===== config.mk =====
export PLATFORM = sky130hd
export DESIGN_NAME = alu_shift_sequencer_flat
export DESIGN_NICKNAME = d
export VERILOG_FILES = /design/src/rtl/alu_shift_sequencer_if.sv /design/src/rtl/alu_shift_sequencer.sv /design/src/flat_wrapper.sv
export SDC_FILE = /design/constraint.sdc
export NUM_CORES = 1
export LEC_CHECK = 0
export BUFFER_PORTS_ARGS = -buffer_cell sky130_fd_sc_hd__buf_2
export CAP_MARGIN = 20
export CORE_ASPECT_RATIO = 0.75
export CORE_MARGIN = 2
export CORE_UTILIZATION = 50
export CTS_CLUSTER_SIZE = 30
export DETAILED_ROUTE_END_ITERATION = 10
export PLACE_DENSITY = 0.92
export SKIP_CTS_REPAIR_TIMING = 1
export SLEW_MARGIN = 10
export SYNTH_ARGS = -nofsm -noshare
export SYNTH_HDL_FRONTEND = slang
export SYNTH_SLANG_ARGS = --single-unit

===== constraint.sdc =====
create_clock -name clk -period 5.44 [get_ports clk]
set_clock_uncertainty 0.2 [all_clocks]
set_input_delay 0.544 -clock clk [delete_from_list [all_inputs] [get_ports clk]]
set_output_delay 0.544 -clock clk [all_outputs]
set_load 0.05 [all_outputs]

===== src/rtl/alu_shift_sequencer_if.sv =====
// Bundle between the shift sequencer, its requester (pipeline control) and the ALU.
// The master side is the requester plus the ALU; the slave side is the sequencer.
interface alu_shift_sequencer_if #(
    parameter int n   = 32,
    parameter int SHW = 5
);
    // Request side
    logic           start;
    logic [1:0]     op;
    logic [n-1:0]   operand;
    logic [SHW-1:0] shamt;
    logic           flush;
    logic           busy;
    logic           stall;
    logic           done;
    logic [n-1:0]   result;

    // ALU side
    logic [n-1:0]   alu_result;
    logic [n-1:0]   alu_a;
    logic [n-1:0]   alu_b;
    logic [3:0]     alu_control;

    modport master (
        output start, op, operand, shamt, flush, alu_result,
        input  busy, stall, done, result, alu_a, alu_b, alu_control
    );

    modport slave (
        input  start, op, operand, shamt, flush, alu_result,
        output busy, stall, done, result, alu_a, alu_b, alu_control
    );
endinterface


===== src/rtl/alu_shift_sequencer.sv =====
// Multi-cycle variable shifter: drives the ALU's 1-bit shift ops once per cycle,
// feeding ALUout back into an accumulator, and stalls the pipeline until done.
`ifndef ALU_PASS
`define ALU_PASS 4'b1111
`endif
`ifndef ALU_SLL
`define ALU_SLL  4'b0100
`endif
`ifndef ALU_SRL
`define ALU_SRL  4'b0101
`endif
`ifndef ALU_SRA
`define ALU_SRA  4'b0110
`endif

module alu_shift_sequencer #(
    parameter int n   = 32,
    parameter int SHW = 5
) (
    input logic                  clk,
    input logic                  rst,
    alu_shift_sequencer_if.slave bus
);
    typedef enum logic [1:0] {
        IDLE,
        SHIFT,
        DONE
    } state_t;

    localparam logic [1:0] OP_SLL  = 2'b00;
    localparam logic [1:0] OP_SRL  = 2'b01;
    localparam logic [1:0] OP_SRA  = 2'b10;
    localparam logic [1:0] OP_RSVD = 2'b11;

    state_t         state;
    logic [n-1:0]   acc;
    logic [SHW-1:0] cnt;
    logic [1:0]     op_q;
    logic [n-1:0]   result_q;
    logic           done_q;

    // Sequencer FSM: accept a request, run one ALU pass per cycle, publish the result.
    // NOTE: all state here uses non-blocking assignments so every register sees
    // the pre-edge values of the others, which is what the hardware does.
    always_ff @(posedge clk or posedge rst) begin
        if (rst) begin
            state    <= IDLE;
            acc      <= '0;
            cnt      <= '0;
            op_q     <= '0;
            result_q <= '0;
            done_q   <= 1'b0;
        end else begin
            done_q <= 1'b0;
            case (state)
                IDLE: begin
                    // flush beats a simultaneous start
                    if (bus.start && !bus.flush) begin
                        acc  <= bus.operand;
                        op_q <= bus.op;
                        cnt  <= bus.shamt;
                        if (bus.shamt == '0 || bus.op == OP_RSVD) begin
                            // Nothing to shift: the operand is already the answer.
                            state    <= DONE;
                            done_q   <= 1'b1;
                            result_q <= bus.operand;
                        end else begin
                            state <= SHIFT;
                        end
                    end
                end
                SHIFT: begin
                    if (bus.flush) begin
                        state <= IDLE;
                    end else begin
                        acc <= bus.alu_result;
                        cnt <= cnt - SHW'(1);
                        // Last pass: capture the ALU output directly so result is
                        // valid in the same cycle done is raised.
                        if (cnt == SHW'(1)) begin
                            state    <= DONE;
                            done_q   <= 1'b1;
                            result_q <= bus.alu_result;
                        end
                    end
                end
                DONE: begin
                    state <= IDLE;
                end
                default: begin
                    state <= IDLE;
                end
            endcase
        end
    end

    // ALU op select: a shift op only while iterating, otherwise pass A through.
    // NOTE: the default assignment first keeps this purely combinational (no latch).
    always_comb begin
        bus.alu_control = `ALU_PASS;
        if (state == SHIFT) begin
            case (op_q)
                OP_SLL:  bus.alu_control = `ALU_SLL;
                OP_SRL:  bus.alu_control = `ALU_SRL;
                OP_SRA:  bus.alu_control = `ALU_SRA;
                default: bus.alu_control = `ALU_PASS;
            endcase
        end
    end

    assign bus.alu_a  = acc;
    assign bus.alu_b  = '0;
    assign bus.busy   = (state != IDLE);
    // Freeze the pipeline in the same cycle a request arrives, before it is accepted.
    assign bus.stall  = (state != IDLE) || (bus.start && (state == IDLE));
    assign bus.done   = done_q;
    assign bus.result = result_q;
endmodule

===== src/flat_wrapper.sv =====
// flat-port wrapper written by rule: the top's interface ports become plain ports
module alu_shift_sequencer_flat 
#(
    parameter int n   = 32,
    parameter int SHW = 5
)
  (clk, rst, bus_start, bus_op, bus_operand, bus_shamt, bus_flush, bus_alu_result, bus_busy, bus_stall, bus_done, bus_result, bus_alu_a, bus_alu_b, bus_alu_control);
  alu_shift_sequencer_if #(.n(n), .SHW(SHW)) bus_i ();
  input logic clk;
  input logic rst;
  input wire logic [$bits(bus_i.start)-1:0] bus_start;
  input wire logic [$bits(bus_i.op)-1:0] bus_op;
  input wire logic [$bits(bus_i.operand)-1:0] bus_operand;
  input wire logic [$bits(bus_i.shamt)-1:0] bus_shamt;
  input wire logic [$bits(bus_i.flush)-1:0] bus_flush;
  input wire logic [$bits(bus_i.alu_result)-1:0] bus_alu_result;
  output wire logic [$bits(bus_i.busy)-1:0] bus_busy;
  output wire logic [$bits(bus_i.stall)-1:0] bus_stall;
  output wire logic [$bits(bus_i.done)-1:0] bus_done;
  output wire logic [$bits(bus_i.result)-1:0] bus_result;
  output wire logic [$bits(bus_i.alu_a)-1:0] bus_alu_a;
  output wire logic [$bits(bus_i.alu_b)-1:0] bus_alu_b;
  output wire logic [$bits(bus_i.alu_control)-1:0] bus_alu_control;
  assign bus_i.start = bus_start;
  assign bus_i.op = bus_op;
  assign bus_i.operand = bus_operand;
  assign bus_i.shamt = bus_shamt;
  assign bus_i.flush = bus_flush;
  assign bus_i.alu_result = bus_alu_result;
  assign bus_busy = bus_i.busy;
  assign bus_stall = bus_i.stall;
  assign bus_done = bus_i.done;
  assign bus_result = bus_i.result;
  assign bus_alu_a = bus_i.alu_a;
  assign bus_alu_b = bus_i.alu_b;
  assign bus_alu_control = bus_i.alu_control;
  alu_shift_sequencer #(.n(n), .SHW(SHW)) u_core (.clk(clk), .rst(rst), .bus(bus_i));
endmodule

* Yosys cells after proc, flatten, opt, wreduce, memory -nomap -nowiden
Cells that the tools add are included.
** Operators by class
- Muxes and demuxes :: 23
- Add/sub/neg operators :: 1
- Reductions and logical operators :: 14
- Equal/unequal tests :: 10
** Operators by type and width (count)
- two-way mux 32 bit :: 6
- one-hot mux 32 bit (2 select lines) :: 2
- one-hot mux 4 bit (3 select lines) :: 1
- two-way mux 5 bit :: 2
- one-hot mux 5 bit (2 select lines) :: 1
- two-way mux 2 bit :: 4
- != test 2 x 1 -> 1 bit, second input constant :: 3
- == test 5 x 1 -> 1 bit, second input constant :: 1
- zero test 5 bit :: 1
- AND reduction 5 bit :: 1
- subtractor 5 x 1 -> 5 bit, second input constant :: 1
- == test 2 x 1 -> 1 bit, second input constant :: 2
- == test 2 bit, second input constant :: 2
- zero test 2 bit :: 2
- two-way mux 1 bit :: 4
- two-way mux 4 bit :: 1
- one-hot mux 2 bit (2 select lines) :: 1
- AND reduction 2 bit :: 2
- nonzero test 2 bit :: 2
- != test 3 x 2 -> 1 bit, second input constant :: 1
- AND reduction 3 bit :: 1
- logical AND 1 bit :: 2
- logical OR 1 bit :: 2
- != test 2 bit, second input constant :: 1
- 2 further kinds :: 2
** Word-level totals
- Output and inout port bits :: 103
- Bits in registers :: 74

* Logic depth before layout (Yosys ltp)
Gate-level depths: netlist of run 1.
- Depth after elaboration :: 5
- Depth in mapped cells :: 7
- Depth with buffers taken out :: 5

* Worst setup path after synthesis of run 1
Ideal clock, no wire load.
- Kind :: reg-to-reg
- Start point :: register u_core.state[1]
- End point :: register u_core.result_q[14], in the netlist u_core.bus.result[14]
- Buffers on the path :: 2
- Cell stages (with the launch flop) :: 7
- Clock period less this slack :: 2.287 ns
- Setup slack :: 3.153 ns
- Required time :: 5.115 ns
- Setup time :: 0.125 ns
- Arrival :: 1.962 ns
- Cell sequence :: dfrtp_1 -> or2_1 -> a221oi_4 -> or3_1 -> buf_6 -> buf_6 -> mux2_4
** On the way
- Longest elaborated chain between the ends :: 3
** RTL lines
- start, declared :: line alu_shift_sequencer.sv:35 : state_t state;
- start signal, assigned :: line alu_shift_sequencer.sv:47 : state <= IDLE;
- start signal, assigned :: line alu_shift_sequencer.sv:64 : state <= DONE;
- start signal, assigned :: line alu_shift_sequencer.sv:68 : state <= SHIFT;
- == test 2 x 1 -> 1 bit / zero test 2 bit (equally long branches) :: line alu_shift_sequencer.sv:55 : case (state)
- != test 2 x 1 -> 1 bit (no line) (tied with other cells)
- AND reduction 5 bit (no line)
- end signal, assigned :: line alu_shift_sequencer.sv:66 : result_q <= bus.operand;
- end signal, assigned :: line alu_shift_sequencer.sv:83 : result_q <= bus.alu_result;
- end, declared :: line alu_shift_sequencer.sv:39 : logic [n-1:0] result_q;
Several ways; a longest one is shown, not always the timed one.
A chain may end at the register's enable or synchronous reset.

* Worst setup path in the final report of run 1
- Start point :: register u_core.state[1]
- End point :: register u_core.result_q[25], in the netlist u_core.bus.result[25]
Same word-level chain as after synthesis.

==> flow_summary_export.csv, run 1 <==
group,metric,value,unit
status,status,"complete, no violations",
floorplanning,rows,26,
place,placed_area,4300,um^2
timing,rsz0062_at_grt,"false",
grt,grt_max_degree,75,
power,p_per_area,567,nW/um^2
timing,tightestPinTransition,0.920,ns
routing,viasPerCell,4.94,
timing,slew_viol_final,0,
worst_setup_path,cp-end-kind,"flop",
cells_and_area,nFillCells,566,
routing,drtIter0Drc,108,
timing,post-route-period-util,54.1,%
cells_and_area,multi_input_area,1540,um^2
routing,vias,2878,
timing,fin_ws,2.50,ns
logic_synthesis,syn_area,3650,um^2
grt,grt_pass1_wl,13.7,mm
timing,setup_viol,0,
cells_and_area,drive_gt1_share,42.3,%
timing,fin_tns_setup,0,ns
place,port_buffers,144,
timing,hold_ws,0.208,ns
cts,cts_tree,"done",
floorplanning,io_pins,178,
grt,grt_overflow,0,
worst_hold_path,min_path_type,"input pin to flop",
cts,cts_max_path_buffers,2,
cells_and_area,antenna_cells,0,
timing,finalCriticalPeriod,2.94,ns
worst_setup_path,crit_arrival,2.96,ns
routing,first_pass_iters,4,
logic_synthesis,netlist_instances,343,
floorplanning,die_y,78.0,um
logic_synthesis,synth-edff-count,0,
worst_setup_path,crit_type,"flop to flop",
logic_synthesis,synth-seq-cells,74,
cts,numCtsBuffers,9,
routing,drt-total-wl,8.48,mm
logic_synthesis,synth_area_leaders,"dfrtp_1 (51%), buf_4 (7.0%), nand2_1 (7.0%), mux2_2 (6.8%), o21ai_0 (5.2%)",
logic_synthesis,yosysSeqAreaShare,50.8,%
floorplanning,die_w,103,um
cts,cts-root-buf,"clkbuf_8",
place,dpl.cell_count,566,
worst_setup_path,cp.required,5.45,ns
grt,antenna_found_initial,0,
logic_synthesis,async_flop_share,100,%
cells_and_area,finalNetCount,557,
logic_synthesis,synth_top_area_share,50.8,%
logic_synthesis,synth_cell_types,30,
routing,ant_nets,0,
timing,fmax,0.340,GHz
cells_and_area,seqCellArea,1850,um^2
floorplanning,start_util,52.6,%
cts,cts.sinks,74,
timing,hold_viol,0,
cells_and_area,final_design_area_no_fill,4490,um^2
logic_synthesis,synthFlopType,"dfrtp_1",
power,leakage,2.36,nW
worst_setup_path,start_kind,"flop",
cts,clk_latency,0.33,ns
floorplanning,coreArea,6930,um^2
worst_setup_path,rrSetupSlack,2.50,ns
flow_run,cap_violations,0,
timing,maxSlewHeadroom,38.7,%
routing,drc,0,
logic_synthesis,synth-warning-count,0,
cells_and_area,post-route-util,64.8,%
logic_synthesis,yosysTopAreaCell,"dfrtp_1",
grt,first_global_vias,2824,
grt,grt_usage,21.9,%
cells_and_area,layout-area-overhead-vs-synth,23.1,%
place,globalplace.congestion,0.823,
floorplanning,dieArea,8000,um^2
routing,wl_per_cell,14.5,um
cts,cts_max_level,3,
power,total_power,2.55,mW
place,dp_slack,2.46,ns
cells_and_area,fin_cells,583,
place,dpl.hpwl,6.05,mm
logic_synthesis,synth.avg_cell_area,10.6,um^2
worst_setup_path,cp_max_fo,20,
cts,path_clk_slew,0.08,ns
power,ir_worst_vdd,0.309,mV
==> worst max-delay path: stages, from the launching register on <==
cell and delay [ns]:
dfrtp_1 0.44, or2_1 0.30, a221oi_4 0.59, or3_1 0.51
buf_4 0.40, mux2_2 0.37
==> sequential cells by signal, indices dropped and copies added (netlist names) <==
signal / cells
u_core.bus.alu_a: 32
u_core.bus.result: 32
u_core.cnt: 5
u_core.op_q: 2
u_core.state: 2
u_core.bus.done: 1
==> logic make-up after synthesis <==
family | synth area share, %
other | 0.206
muxes | 16.4
buffers and inverters | 10.6
and+or+nand+nor | 10.1
adders and majority gates | 0.686
DFF | 50.8
AOI/OAI and AO/OA | 11.3
==> path summary, 6_finish.rpt <==
path / start / to / cells after the start
worst min register to register: u_core.bus.alu_a[10] / u_core.bus.alu_a[10] / 2
worst max register to register: u_core.state[1] / u_core.bus.result[25] / 5
worst min-delay path: bus_flush / u_core.state[0] / 2
min in group asynchronous: rst / u_core.bus.alu_a[17] / 3
worst max-delay path: u_core.state[1] / u_core.bus.result[25] / 5
max in group asynchronous: rst / u_core.bus.result[26] / 3
==> placed cells by master, fill, tap and decap left out, types with 2 or more instances in the layout <==
cell	count
nand2b_1	3
mux2_4	12
clkinv_4	3
ha_1	2
a21oi_1	6
clkinv_2	2
nand2_1	68
mux2_2	22
mux2i_1	17
o21ai_0	37
inv_1	6
o31ai_1	16
dfrtp_1	74
nor2_1	7
clkbuf_8	9
buf_2	144
buf_4	4
conb_1	33
nor3b_1	2
or3_1	3
==> per-layer routing <==
layer  share of wire, %  track usage, %
met3                8.1            6.67
met5                  0               0
met1                 41            28.4
met2                 50            35.9
met4               0.62            5.20
==> area by class of cell <==
class	count	area share (%)
clock buffers	10	2.84
clock inverters	6	0.976
inverters	7	0.586
multi-input cells	239	34.4
flip-flops and latches	74	41.3
well taps	98	2.73
repair buffers	149	17.2
==> power by group <==
| group | internal, mW | leakage, nW | switching, mW |
|---|---|---|---|
| Combinational | 0.336 | 1.37 | 0.983 |
| Sequential | 0.743 | 0.903 | 0.111 |
| Clock | 0.166 | 0.0862 | 0.206 |
==> synthesized netlist by cell type, drive strengths merged, types with 3 or more instances <==
library cell / count
mux2i: 17
or3: 3
inv: 7
buf: 43
nand2: 68
nor2: 8
clkbuf: 11
dfrtp: 74
nand2b: 3
a21oi: 6
mux2: 34
o31ai: 16
o21ai: 38
No activity file was read; power rests on OpenSTA's default activity.
==> inputs of run 2 (changes only) <==
- CORE_UTILIZATION: 50 -> 46
- PLACE_DENSITY: 0.92 -> 0.86
- clock period: 5.44 -> 2.8 ns (I/O delays scaled with it)
==> flow_summary_export.csv, run 2 (synthesis gave the netlist of run 1 again) <==
group,metric,value,unit
cells_and_area,final_common_cell,"buf_2",
worst_hold_path,min_path_type,"input pin to flop",
cts,cts_max_level,3,
cts,numCtsBuffers,9,
grt,grt_overflow,0,
power,power_frac_seq,33.8,%
timing,hold_viol,0,
place,dpl.cell_count,578,
timing,maxSlewHeadroom,49.5,%
grt,antenna_found_initial,0,
cts,clk_latency,0.33,ns
grt,grt_usage,19.1,%
power,total_power,4.92,mW
worst_setup_path,crit_start,"u_core.state[0]",
floorplanning,rows,28,
cells_and_area,antenna_cells,0,
cts,path_clk_slew,0.07,ns
timing,fin_tns_setup,0,ns
routing,viasPerCell,4.83,
power,internal_power,2.43,mW
power,ir_worst_vdd,0.535,mV
cells_and_area,final_cell_mix,"buf_2 (144), dfrtp_1 (74), nand2_1 (68), o21ai_0 (37), conb_1 (33)",
grt,first_global_vias,2695,
worst_setup_path,path_buf_inv,2,
place,dpl.hpwl,5.89,mm
grt,grt_max_degree,75,
timing,finalCriticalPeriod,2.23,ns
power,clkPwrFrac,14.6,%
worst_setup_path,crit_path_top_delay_cell,"dfrtp_1",
power,swShare,50.6,%
routing,drc,0,
worst_setup_path,rr_startpoint,"u_core.state[1]",
worst_setup_path,r2r_cells,5,
timing,fmax,0.448,GHz
worst_setup_path,slowest_delay,0.43,ns
power,power.switching,2.49,mW
place,placed_area,4350,um^2
place,port_buffers,144,
cells_and_area,drive_gt1_share,42.6,%
cts,cts-root-buf,"clkbuf_8",
worst_setup_path,crit_chain,"nor2b_4, buf_4, nand2b_1, buf_2",
worst_setup_path,cp.depth,4,
floorplanning,start_util,46.9,%
worst_setup_path,crit_family,"buffers and inverters",
cells_and_area,fin_cells,596,
cells_and_area,finalNetCount,563,
cts,cts_tree,"done",
timing,rsz0062_at_grt,"false",
worst_setup_path,crit_type,"flop to output pin",
timing,tightestPinTransition,0.757,ns
flow_run,cap_violations,0,
cts,cts_max_path_buffers,2,
floorplanning,die_w,107,um
status,status,"complete, no violations",
floorplanning,io_pins,178,
timing,setup_viol,0,
timing,post-route-period-util,79.7,%
grt,grt_pass1_wl,12.9,mm
routing,drtIter0Drc,158,
worst_setup_path,worstReg2RegEnd,"u_core.bus.result[25]",
power,p_per_area,1080,nW/um^2
worst_setup_path,start_kind,"flop",
worst_setup_path,endpoint,"bus_alu_control[0]",
cells_and_area,post-route-util,58.4,%
routing,ant_nets,0,
routing,vias,2877,
routing,first_pass_iters,4,
worst_setup_path,cp_max_fo,11,
floorplanning,coreArea,7780,um^2
worst_setup_path,cp-end-kind,"output pin",
cells_and_area,layout-area-overhead-vs-synth,24.6,%
power,leakage,2.38,nW
floorplanning,die_y,81.1,um
cts,cts.sinks,74,
routing,wl_per_cell,13.6,um
worst_setup_path,rrSetupSlack,0.70,ns
floorplanning,dieArea,8660,um^2
worst_setup_path,cp.required,2.32,ns
worst_setup_path,crit_arrival,1.75,ns
place,globalplace.congestion,0.814,
timing,slew_viol_final,0,
cells_and_area,final_design_area_no_fill,4540,um^2
routing,drt-total-wl,8.10,mm
power,p_comb_share,51.7,%
==> run 2: cell count changes in the layout (fill, tap and decap cells not counted), sizes merged <==
| cell | previous run | this run |
|---|---|---|
| inv | 7 | 8 |
| clkinvlp | 1 | 2 |
| clkinv | 5 | 3 |
| dlygate4sd3 | 0 | 2 |
| buf | 149 | 153 |
==> run 2: how the worst min path moves through the flow <==
stage                            start               endpoint  slack (ns)  cells after the start
after global routing      bus_shamt[0]          u_core.cnt[0]        0.01                      3
after CTS                          rst   u_core.bus.alu_a[15]       -0.15                      2
after global placement             rst  u_core.bus.result[13]        0.22                      2
after floorplan              bus_flush        u_core.state[0]        0.15                      1
final                     bus_shamt[0]          u_core.cnt[0]        0.02                      3
after detailed placement           rst  u_core.bus.result[12]        0.23                      2
==> run 2: stage by stage <==
| stage | setup WS [ns] | hold WS [ns] |
|---|---|---|
| 3_5_place_dp | 0.691 | 0.228 |
| 3_3_place_gp | 0.778 | 0.219 |
| 5_1_grt | 0.411 | 0.0133 |
| 6_report | 0.568 | 0.0194 |
| 2_1_floorplan | 0.438 | 0.146 |
| 4_1_cts | 0.532 | -0.146 |
==> run 2: final cells by class <==
class / count / area, um^2
fill: 702 / 3230
sequential: 74 / 1850
multi-input combinational: 239 / 1540
timing repair buffer: 155 / 821
tap: 105 / 131
clock buffer: 10 / 128
clock inverter: 6 / 42.5
inverter: 7 / 26.3
==> run 2: per-layer routing <==
layer	vias up	part of all wire, %	wire length [um]	GRT usage [%]
li1	1383	-	-	-
met3	11	7.2	586	5.06
met2	113	48	3930	32.2
met4	0	1.3	104	5.84
met5	-	0	0	0
met1	1370	43	3490	24.3
==> run 2: power groups by stage <==
stage                     Clock [mW]  Sequential (mW)  Combinational [mW]
after CTS                      0.747             1.66                2.55
after global placement             0             1.66                2.51
after floorplan                    0             2.88               0.788
after global routing           0.799             1.71                2.68
after detailed placement           0             1.67                2.55
final                          0.717             1.66                2.54
==> run 2: worst reg2reg max path: cells and delay by family, from the launching register on <==
| kind | cells | cell delay (ns) |
|---|---|---|
| flops | 1 | 0.44 |
| simple gates | 2 | 0.47 |
| mux | 1 | 0.38 |
| buf+inv | 1 | 0.30 |
| compound gates | 1 | 0.21 |
==> inputs of run 3 (changes only) <==
- clock period: 2.8 -> 2.07 ns (I/O delays scaled with it)
==> flow_summary_export.csv, run 3 (synthesis gave the netlist of run 1 again) <==
group,metric,value,unit
status,status,"complete, but fails checks",
status,failed_checks,"negative hold slack",
cts,cts_tree,"done",
cts,cts-root-buf,"clkbuf_8",
grt,grt_max_degree,75,
cts,cts.sinks,74,
worst_hold_path,holdCritStartpoint,"bus_operand[9]",
worst_hold_path,min_path_type,"input pin to flop",
timing,slew_viol_final,0,
routing,viasPerCell,4.85,
timing,hold_viol,7,
flow_run,cap_violations,0,
grt,antenna_found_initial,0,
cts,cts_max_level,3,
floorplanning,die_w,107,um
place,globalplace.congestion,0.796,
floorplanning,io_pins,178,
timing,fmax,0.500,GHz
worst_setup_path,slowest_delay,0.53,ns
place,placed_area,4400,um^2
worst_setup_path,crit_path_top_delay_cell,"dlygate4sd3_1",
floorplanning,die_y,81.1,um
cts,path_clk_slew,0.08,ns
cells_and_area,finalNetCount,586,
routing,drtIter0Drc,144,
worst_setup_path,cp_max_fo,10,
floorplanning,rows,28,
routing,wl_per_cell,14.4,um
worst_setup_path,worstReg2RegEnd,"u_core.bus.result[0]",
worst_setup_path,rrSetupSlack,0.09,ns
worst_setup_path,cp.depth,8,
routing,ant_nets,0,
cells_and_area,final_design_area_no_fill,4810,um^2
floorplanning,start_util,46.9,%
cells_and_area,layout-area-overhead-vs-synth,32.0,%
cells_and_area,drive_gt1_share,41.6,%
worst_setup_path,r2r_cells,7,
worst_setup_path,crit_chain,"dlygate4sd3_1, buf_2, nor2_2, o21ai_4, or3_4, buf_4, buf_4, o21ai_0",
worst_hold_path,whs_path_depth,3,
place,dpl.hpwl,6.22,mm
cells_and_area,antenna_cells,0,
place,dpl.cell_count,580,
power,ir_worst_vdd,0.793,mV
cts,numCtsBuffers,9,
place,port_buffers,144,
timing,post-route-period-util,96.7,%
timing,setup_viol,0,
worst_setup_path,crit_start,"bus_flush",
power,leakage,2.49,nW
cells_and_area,final_common_cell,"buf_2",
worst_setup_path,cp.required,2.13,ns
grt,grt_overflow,0,
worst_setup_path,crit_type,"input pin to flop",
grt,first_global_vias,2789,
grt,grt_usage,19.8,%
worst_setup_path,crit_family,"buffers and inverters",
timing,finalCriticalPeriod,2.00,ns
power,p_per_area,1410,nW/um^2
cells_and_area,post-route-util,61.9,%
routing,drc,0,
timing,hold_ws,-0.0195,ns
worst_setup_path,rr_startpoint,"u_core.cnt[1]",
floorplanning,dieArea,8660,um^2
routing,first_pass_iters,4,
worst_setup_path,path_common_cell,"buf_4",
place,dp_slack,0.0564,ns
worst_setup_path,cp-end-kind,"flop",
floorplanning,coreArea,7780,um^2
routing,vias,3001,
timing,fin_ws,0.0684,ns
worst_setup_path,path_buf_inv,4,
cts,clk_latency,0.35,ns
worst_setup_path,endpoint,"u_core.bus.result[0]",
cts,cts_max_path_buffers,2,
timing,rsz0062_at_grt,"false",
cells_and_area,fin_cells,619,
worst_setup_path,crit_arrival,2.06,ns
routing,drt-total-wl,8.89,mm
cells_and_area,final_cell_mix,"buf_2 (144), dfrtp_1 (74), nand2_1 (68), o21ai_0 (37), conb_1 (33)",
worst_setup_path,start_kind,"input pin",
grt,grt_pass1_wl,13.3,mm
## run 3: through the flow
stage | setup TNS (ns) | total power [mW]
floorplan | -0.123 | 4.97
global placement | 0 | 5.67
detailed placement | 0 | 5.76
CTS | 0 | 6.77
global route | 0 | 7.11
finish | 0 | 6.76
## run 3: worst min path at each step
stage,to
6_report,u_core.bus.result[9]
2_1_floorplan,u_core.state[0]
3_3_place_gp,u_core.bus.result[15]
5_1_grt,u_core.bus.result[22]
3_5_place_dp,u_core.bus.alu_a[15]
4_1_cts,u_core.bus.alu_a[15]
## run 3: routing by layer
| layer | GRT usage (%) | wire, um | part of all wire, % |
|---|---|---|---|
| met5 | 0 | 0 | 0 |
| met4 | 4.42 | 76 | 0.85 |
| met3 | 6.74 | 509 | 5.7 |
| met2 | 33.2 | 4370 | 49 |
| met1 | 25.3 | 3940 | 44 |
## run 3: cell type report
type	count	area, um^2
inverters	7	30.0
clock buffers	10	128
fillers	647	2970
repair buffers	178	1070
well taps	105	131
multi-input cells	239	1550
flip-flops and latches	74	1850
clock inverters	6	42.5
## run 3: power by group
part | internal, mW | switching (mW)
clock network | 0.437 | 0.556
registers | 1.95 | 0.304
logic | 0.938 | 2.57
total | 3.33 | 3.43
## run 3: worst min-delay path: cells and delay by family
kind | cells | cell delay (ns)
muxes | 1 | 0.07
buffers and inverters | 1 | 0.07
AOI/OAI and AO/OA | 1 | 0.13
